## src/rtl/beat_sequencer.sv

```systemverilog
// beat_sequencer: tempo-driven step scheduler for the rhythm game datapath.
// Holds a 4-lane step pattern memory, derives its own beat tick from a
// programmable clocks-per-beat period and emits one step per beat as a
// single-cycle shift enable plus data. Supports lead-in blanking, song
// length, looping, pause and abort.
module beat_sequencer #(
  parameter int unsigned LEAD_IN_BEATS = 4,
  parameter int unsigned ADDR_W        = 6,
  parameter int unsigned TEMPO_W       = 24
) (
  input  logic               clk,
  input  logic               reset,
  input  logic               start_i,
  input  logic               abort_i,
  input  logic               pause_i,
  input  logic               loop_i,
  input  logic [TEMPO_W-1:0] tempo_period_i,
  input  logic [ADDR_W-1:0]  song_len_i,
  input  logic               pat_we_i,
  input  logic [ADDR_W-1:0]  pat_waddr_i,
  input  logic [3:0]         pat_wdata_i,
  output logic [3:0]         step_out_o,
  output logic               step_valid_o,
  output logic [ADDR_W-1:0]  beat_idx_o,
  output logic               busy_o,
  output logic               done_o
);

  localparam int unsigned Depth = 2 ** ADDR_W;
  // Lead counter only needs to reach LEAD_IN_BEATS-1.
  localparam int unsigned LeadW = (LEAD_IN_BEATS > 1) ? $clog2(LEAD_IN_BEATS) : 1;

  typedef enum logic [1:0] {
    StIdle,
    StLeadIn,
    StPlay,
    StDone
  } state_e;

  state_e             state_q, state_d;
  logic [TEMPO_W-1:0] period_q, period_d;
  logic [ADDR_W-1:0]  len_last_q, len_last_d;
  logic [TEMPO_W-1:0] cnt_q, cnt_d;
  logic [LeadW-1:0]   lead_q, lead_d;
  logic [ADDR_W-1:0]  idx_q, idx_d;
  logic [3:0]         step_out_q, step_out_d;
  logic               step_valid_q, step_valid_d;

  logic [3:0]         mem_q [Depth];

  logic               running;
  logic               tick;
  logic               lead_last;
  logic               song_last;

  assign running   = (state_q == StLeadIn) || (state_q == StPlay);
  // A tick is the wrap of the beat counter; pause holds the counter so the
  // tick is simply deferred until pause drops.
  assign tick      = running && !pause_i && (cnt_q == (period_q - TEMPO_W'(1)));
  assign lead_last = (32'(lead_q) == (LEAD_IN_BEATS - 1));
  // song_len of 0 wraps to all-ones here, which gives the full 2^ADDR_W song.
  assign song_last = (idx_q == len_last_q);

  // Pattern memory: plain synchronous write, never reset. The read below is
  // combinational off the current contents, so a same-cycle write to the
  // address being emitted still emits the old data.
  always_ff @(posedge clk) begin
    if (pat_we_i) begin
      mem_q[pat_waddr_i] <= pat_wdata_i;
    end
  end

  // State and datapath registers with synchronous active-high reset.
  always_ff @(posedge clk) begin
    if (reset) begin
      state_q      <= StIdle;
      period_q     <= TEMPO_W'(2);
      len_last_q   <= '0;
      cnt_q        <= '0;
      lead_q       <= '0;
      idx_q        <= '0;
      step_out_q   <= '0;
      step_valid_q <= 1'b0;
    end else begin
      state_q      <= state_d;
      period_q     <= period_d;
      len_last_q   <= len_last_d;
      cnt_q        <= cnt_d;
      lead_q       <= lead_d;
      idx_q        <= idx_d;
      step_out_q   <= step_out_d;
      step_valid_q <= step_valid_d;
    end
  end

  // Next-state: abort beats start beats tick; step_valid defaults low so it
  // is always a single-cycle pulse.
  always_comb begin
    state_d      = state_q;
    period_d     = period_q;
    len_last_d   = len_last_q;
    cnt_d        = cnt_q;
    lead_d       = lead_q;
    idx_d        = idx_q;
    step_out_d   = step_out_q;
    step_valid_d = 1'b0;

    if (abort_i) begin
      state_d = StIdle;
      cnt_d   = '0;
      lead_d  = '0;
      idx_d   = '0;
    end else if (start_i && ((state_q == StIdle) || (state_q == StDone))) begin
      state_d    = (LEAD_IN_BEATS == 0) ? StPlay : StLeadIn;
      // Periods below 2 would give back-to-back pulses; clamp to 2.
      period_d   = (tempo_period_i < TEMPO_W'(2)) ? TEMPO_W'(2) : tempo_period_i;
      len_last_d = song_len_i - ADDR_W'(1);
      cnt_d      = '0;
      lead_d     = '0;
      idx_d      = '0;
    end else if (running && !pause_i) begin
      if (tick) begin
        cnt_d        = '0;
        step_valid_d = 1'b1;
        if (state_q == StLeadIn) begin
          step_out_d = 4'b0000;
          if (lead_last) begin
            state_d = StPlay;
          end else begin
            lead_d = lead_q + LeadW'(1);
          end
        end else begin
          step_out_d = mem_q[idx_q];
          if (song_last) begin
            idx_d = '0;
            if (!loop_i) begin
              state_d = StDone;
            end
          end else begin
            idx_d = idx_q + ADDR_W'(1);
          end
        end
      end else begin
        cnt_d = cnt_q + TEMPO_W'(1);
      end
    end
  end

  // Outputs: step data/valid are registered; status decodes the state.
  always_comb begin
    step_out_o   = step_out_q;
    step_valid_o = step_valid_q;
    beat_idx_o   = idx_q;
    busy_o       = running;
    done_o       = (state_q == StDone);
  end

endmodule

```

## config.mk

```make
export PLATFORM = sky130hd
export DESIGN_NAME = beat_sequencer
export DESIGN_NICKNAME = d
export VERILOG_FILES = /design/src/rtl/beat_sequencer.sv
export SDC_FILE = /design/constraint.sdc
export NUM_CORES = 1
export LEC_CHECK = 0
export ABC_CLOCK_PERIOD_IN_PS = 3800
export CORE_MARGIN = 5
export CORE_UTILIZATION = 60
export DETAILED_ROUTE_END_ITERATION = 10
export PLACE_DENSITY = 0.78
export SYNTH_ARGS = -nofsm -noshare
export SYNTH_HDL_FRONTEND = slang
export SYNTH_SLANG_ARGS = --single-unit
```

## constraint.sdc

```tcl
create_clock -name clk -period 3.8 [get_ports clk]
set_input_delay 0.57 -clock clk [delete_from_list [all_inputs] [get_ports clk]]
set_output_delay 0.57 -clock clk [all_outputs]
set_load 0.01 [all_outputs]
```

Yosys cells after proc, flatten, opt, wreduce, memory -nomap -nowiden --
Memories as Yosys holds them, arrays and structs flattened. A register that Yosys moved wholly into a read port is not among the register bits. Index checks and enable logic that the tools add are counted.
Storage, ports and cells: memories 1, bits in writable memories 256, flip-flop bits (word level) 69, input bits 47, logic and storage cells 67, output and inout port bits 13
Cells by class: order comparisons 1, reduce and logical (&&, ||, !) cells 20, multiplexer cells 16, eq/ne operators 10, bitwise gates (word level) 5, add/subtract/negate cells 5
Memory list:
- mem_q | depth 64, width 4, read ports 1, clocked after memory_dff 1, wr ports 1, RTL line 49 | logic [3:0] mem_q [Depth];
Operator list (count):
- $mux W24 | 2
- $add A24 B1 Y24 const B | 1
- $eq A24 B24 Y1 | 1
- $lt A24 B2 Y1 const B | 1
- $sub A24 B1 Y24 const B | 1
- $mux W6 | 3
- $reduce_and A5 Y1 | 2
- $mux W2 | 4
- $reduce_and A4 Y1 | 2
- $add A6 B1 Y6 const B | 1
- $eq A2 B2 Y1 const B | 3
- $eq A6 B6 Y1 | 1
- $mux W1 | 6
- $reduce_bool A2 Y1 | 3
- $sub A6 B1 Y6 const B | 1
- $not A1 Y1 | 5
- $mux W4 | 1
- $reduce_or A4 Y1 | 1
- $logic_and A1 B1 Y1 | 3
- $ne A3 B1 Y1 const B | 1
- $ne A3 B2 Y1 const B | 1
- $reduce_and A3 Y1 | 1
- $reduce_bool A3 Y1 | 1
- $reduce_or A3 Y1 | 1
- 9 further kinds | 10

Longest topological paths before layout --
depth in word-level cells 7, gate-level depth with buffers 13, gate-level depth less buffers 10

Least setup slack after synthesis --
No wires, ideal clock.
kind reg-to-reg, start register period_q[0], end register step_out_q[2] (netlist: step_out_o[2]), arrival time 2969 ps, stages on the path, launching flop included 13, path buffers 2, slack 761 ps, clock period less this slack 3039 ps, cell sequence dfxtp_1 -> inv_1 -> ha_1 -> nor2b_1 -> and4_1 -> nand4_1 -> xnor2_1 -> nand4_1 -> or4_1 -> buf_2 -> buf_6 -> or4_1 -> a21oi_1
On the way: longest elaborated chain between the ends 4
RTL lines:
- start: declaration | RTL line 41 | logic [TEMPO_W-1:0] period_q, period_d;
- start signal: assignment | RTL line 86 | period_q <= period_d;
- $sub A24 B1 Y24 | RTL line 59 | assign tick = running && !pause_i && (cnt_q == (period_q - TEMPO_W'(1)));
- $eq A24 B24 Y1 | RTL line 59
- $logic_and A1 B1 Y1 | RTL line 59
- $reduce_and A4 Y1 (no line)
- end signal: assignment | RTL line 91 | step_out_q <= step_out_d;
- end: declaration | RTL line 46 | logic [3:0] step_out_q, step_out_d;
Every way passes these cells. A chain may end at the register's enable or synchronous reset.

Worst setup path after layout --
start register period_q[0], end register idx_q[4] (netlist: beat_idx_o[4])
On the way: longest elaborated chain between the ends 4
RTL lines:
- $sub A24 B1 Y24 | RTL line 59
- $eq A24 B24 Y1 | RTL line 59
- $logic_and A1 B1 Y1 | RTL line 59
- $reduce_and A3 Y1 (no line)
- end signal: assignment | RTL line 90 | idx_q <= idx_d;
- end: declaration | RTL line 45 | logic [ADDR_W-1:0] idx_q, idx_d;
Every way passes these cells.

==> flow_summary.ini <==
[timing]
hold_violations = 0
rsz0062_at_grt = false
finalSetupTns_ns = 0
period_share = 0.9085
worstMarginPinSlew_ns = 1.217
fin_skew_ns = 0.01541
setup_viol = 0
slew_viol_final = 0
period_needed_ns = 3.452
maxSlewHeadroom = 0.1888
setup_ws_ns = 0.3477
max_freq_mhz = 289.7

[synthesis]
synth_area_um2 = 14200
synth_nets = 1058
synth-xor-area-share = 0.03885
synth_cell_types = 57
synth_compound_area_frac = 0.05788
yosys_warnings = 0
yosys.area_share.simple = 0.1110
synth_top_family_by_area = multiplexers
muxShareOfSynthArea = 0.1173
synthArstFlopShare = 0
dominantRegCellSynth = edfxtp_1
synth_edf_count = 256
yosysSeqAreaShare = 0.6470
synth-seq-cells = 331
synth_area_per_cell_um2 = 14.16
syn_inst = 1003
yosys.area_share.adder = 0.007048

[placement]
dp_hpwl_um = 20920
dpl_worst_slack_ns = 0.2653
port_buffers = 59
gp_congestion = 0.9138

[cts]
clock_latency_ns = 0.51
clk_pin_slew_worst_paths_ns = 0.06
post_cts_resized = 0
cts_buffer_depth = 3
cts_made_buffers = 34
cts_hold_buf = 0
cts_sinks = 331
cts-root-buf = clkbuf_16
htreeDepth = 2
cts_setup_buffers = 0
cts_tree = done

[critical_path]
path_class = reg -> reg
r2r-start = period_q[0]$_SDFFE_PP0P_
cp_max_fo = 17
worstRegToRegCells = 10
reg2reg_setup_slack_ns = 0.35
slowest_stage = or4_1
cp-start-kind = register
r2r-end = beat_idx_o[4]$_SDFFE_PP0N_
endpoint_kind = register
critical_path_required_ns = 4.22
critical_path.max_stage_delay_ns = 0.56
critical_path.cell_chain = inv_1 > ha_1 > nor2b_1 > and4_1 > o2111ai_1 > nor4_1 > nand4b_1 > or4_4 > or4_1 > a21oi_1
cp.arrival_ns = 3.87

[power]
p_leak_nw = 5.010
power.total_w = 0.007653
p_int_w = 0.006085
p_switching_w = 0.001569
combinationalPowerShare = 0.042
pwr_density_cell_nw_per_um2 = 472.3
clkPwrFrac = 0.441
seq_power_share = 0.518
p_sw_frac = 0.2050
vdd_ir_drop_max_v = 0.0003839

[floorplanning]
die-height_um = 163.9
fp.dieW_um = 163.9
ios = 60
fp.coreArea_um2 = 23400
start_util = 0.6069
rows = 56
dieArea_um2 = 26850

[drt]
vias = 8685
first_pass_iters = 5
detail-route-antenna-nets = 0
wl_per_cell_um = 22.45
routed_wl_um = 31440
drt_first_iter_violations = 904
via_per_inst = 6.204
drc = 0

[layout]
final_nets = 1111
final_common_cell = edfxtp_1
layout-drive-gt1-share = 0.1397
insertedDiodeCount = 0
area.growth.synth_to_final_pct = 14.10
final_cell_mix = 256 x edfxtp_1, 125 x nor2_1, 72 x dfxtp_1, 67 x nand2_1, 63 x mux4_2

[global_route]
grt_pass1_wl_um = 49000
grt_overflow = 0
grt.total_usage = 0.2403
antenna_found_initial = 0
grt_pass1_vias = 8561
grt_max_degree = 65

[run_status]
status = completed

[flow_run]
maxCapViolCount = 0

[hold_path]
holdPathStages = 2
hold_path_class = reg -> reg
worstHoldEndpoint = lead_q[1]$_SDFFE_PP0P_
hold_start = lead_q[1]$_SDFFE_PP0P_
[layout make-up]
cell class / count / area (µm²)
Sequential cell: 331 / 9195
Fill cell: 1594 / 7197
Multi-Input combinational cell: 599 / 4723
Clock buffer: 46 / 905.9
Timing Repair Buffer: 74 / 695.7
Tap cell: 319 / 399.1
Clock inverter: 15 / 226.5
Inverter: 16 / 60.06
[cell families after synthesis]
kind of cell               count (synthesis)
DFF                                      331
and+or+nand+nor                          316
AOI/OAI and AO/OA                        125
muxes                                     87
buffers and inverters                     73
xor gates and xnor gates                  63
adders and majority gates                  8
[power groups by stage]
stage          sequential [W]  clock (W)  combinational, W
2_1_floorplan         0.00403          0          0.000171
3_3_place_gp          0.00404          0          0.000309
3_5_place_dp          0.00404          0          0.000317
4_1_cts               0.00396    0.00342          0.000319
5_1_grt               0.00396    0.00359          0.000350
6_report              0.00396    0.00337          0.000320
[synth_stat cells (all sizes together), types with 10 or more instances]
cell / n / area, µm²
a211oi: 11 / 82.58
a21oi: 43 / 215.2
buf: 20 / 97.60
clkbuf: 37 / 138.9
dfxtp: 75 / 1501
edfxtp: 256 / 7687
inv: 16 / 60.06
mux2i: 18 / 180.2
mux4: 63 / 1419
nand2: 67 / 251.5
nand3: 24 / 120.1
nand4: 12 / 75.07
nor2: 126 / 473.0
nor4: 16 / 145.1
o211ai: 10 / 75.07
o21ai: 20 / 100.1
xnor2: 32 / 280.3
xor2: 31 / 271.5
[flip-flops by register name, summed over array words and instances (netlist names), named ones only]
signal        cells
beat_idx_o        6
cnt_q            24
lead_q            2
len_last_q        6
mem_q           256
period_q         24
state_q           2
step_out_o        4
step_valid_o      1
[layer usage]
layer  up-vias  share of wire  global-route usage
met5         -              0                   0
met4         0          0.022             0.06367
met3        53          0.073             0.04417
met2       380           0.49              0.3967
met1      4315           0.41              0.3348
li1       3937              -                   -
[metrics by stage]
| stage | hold WS [ns] | std cells | instance area [µm²] | utilization |
|---|---|---|---|---|
| after CTS | 0.4812 | 1400 | 16200 | 0.6923 |
| after global routing | 0.5102 | 1400 | 16210 | 0.6925 |
| after detailed placement | 0.4723 | 1339 | 15070 | 0.6439 |
| final | 0.4807 | 1400 | 16210 | 0.6925 |
| after global placement | 0.4632 | 1339 | 15070 | 0.6439 |
| after floorplan | 0.4478 | 1003 | 14200 | - |
[worst max-delay path, delay by kind of cell (launching register included)]
family | cells | cell delay (ns)
buffers and inverters | 1 | 0.09
DFF | 1 | 0.38
and+or+nand+nor | 6 | 2.29
AOI/OAI and AO/OA | 2 | 0.37
adders and majority gates | 1 | 0.23
[worst max-delay path by stage]
stage	start	to	slack, ns	depth (start not counted)
global route	period_q[0]$_SDFFE_PP0P_	register	0.09	10
global placement	pause_i	lead_q[0]$_SDFFE_PP0P_	0.37	9
floorplan	period_q[0]$_SDFFE_PP0P_	step_out_o[2]$_SDFFE_PP0P_	0.76	12
detailed placement	period_q[0]$_SDFFE_PP0P_	beat_idx_o[3]$_SDFFE_PP0N_	0.27	10
finish	period_q[0]$_SDFFE_PP0P_	beat_idx_o[4]$_SDFFE_PP0N_	0.35	10
CTS	period_q[0]$_SDFFE_PP0P_	beat_idx_o[4]$_SDFFE_PP0N_	0.20	10
Power figures use the tool's default switching activity.
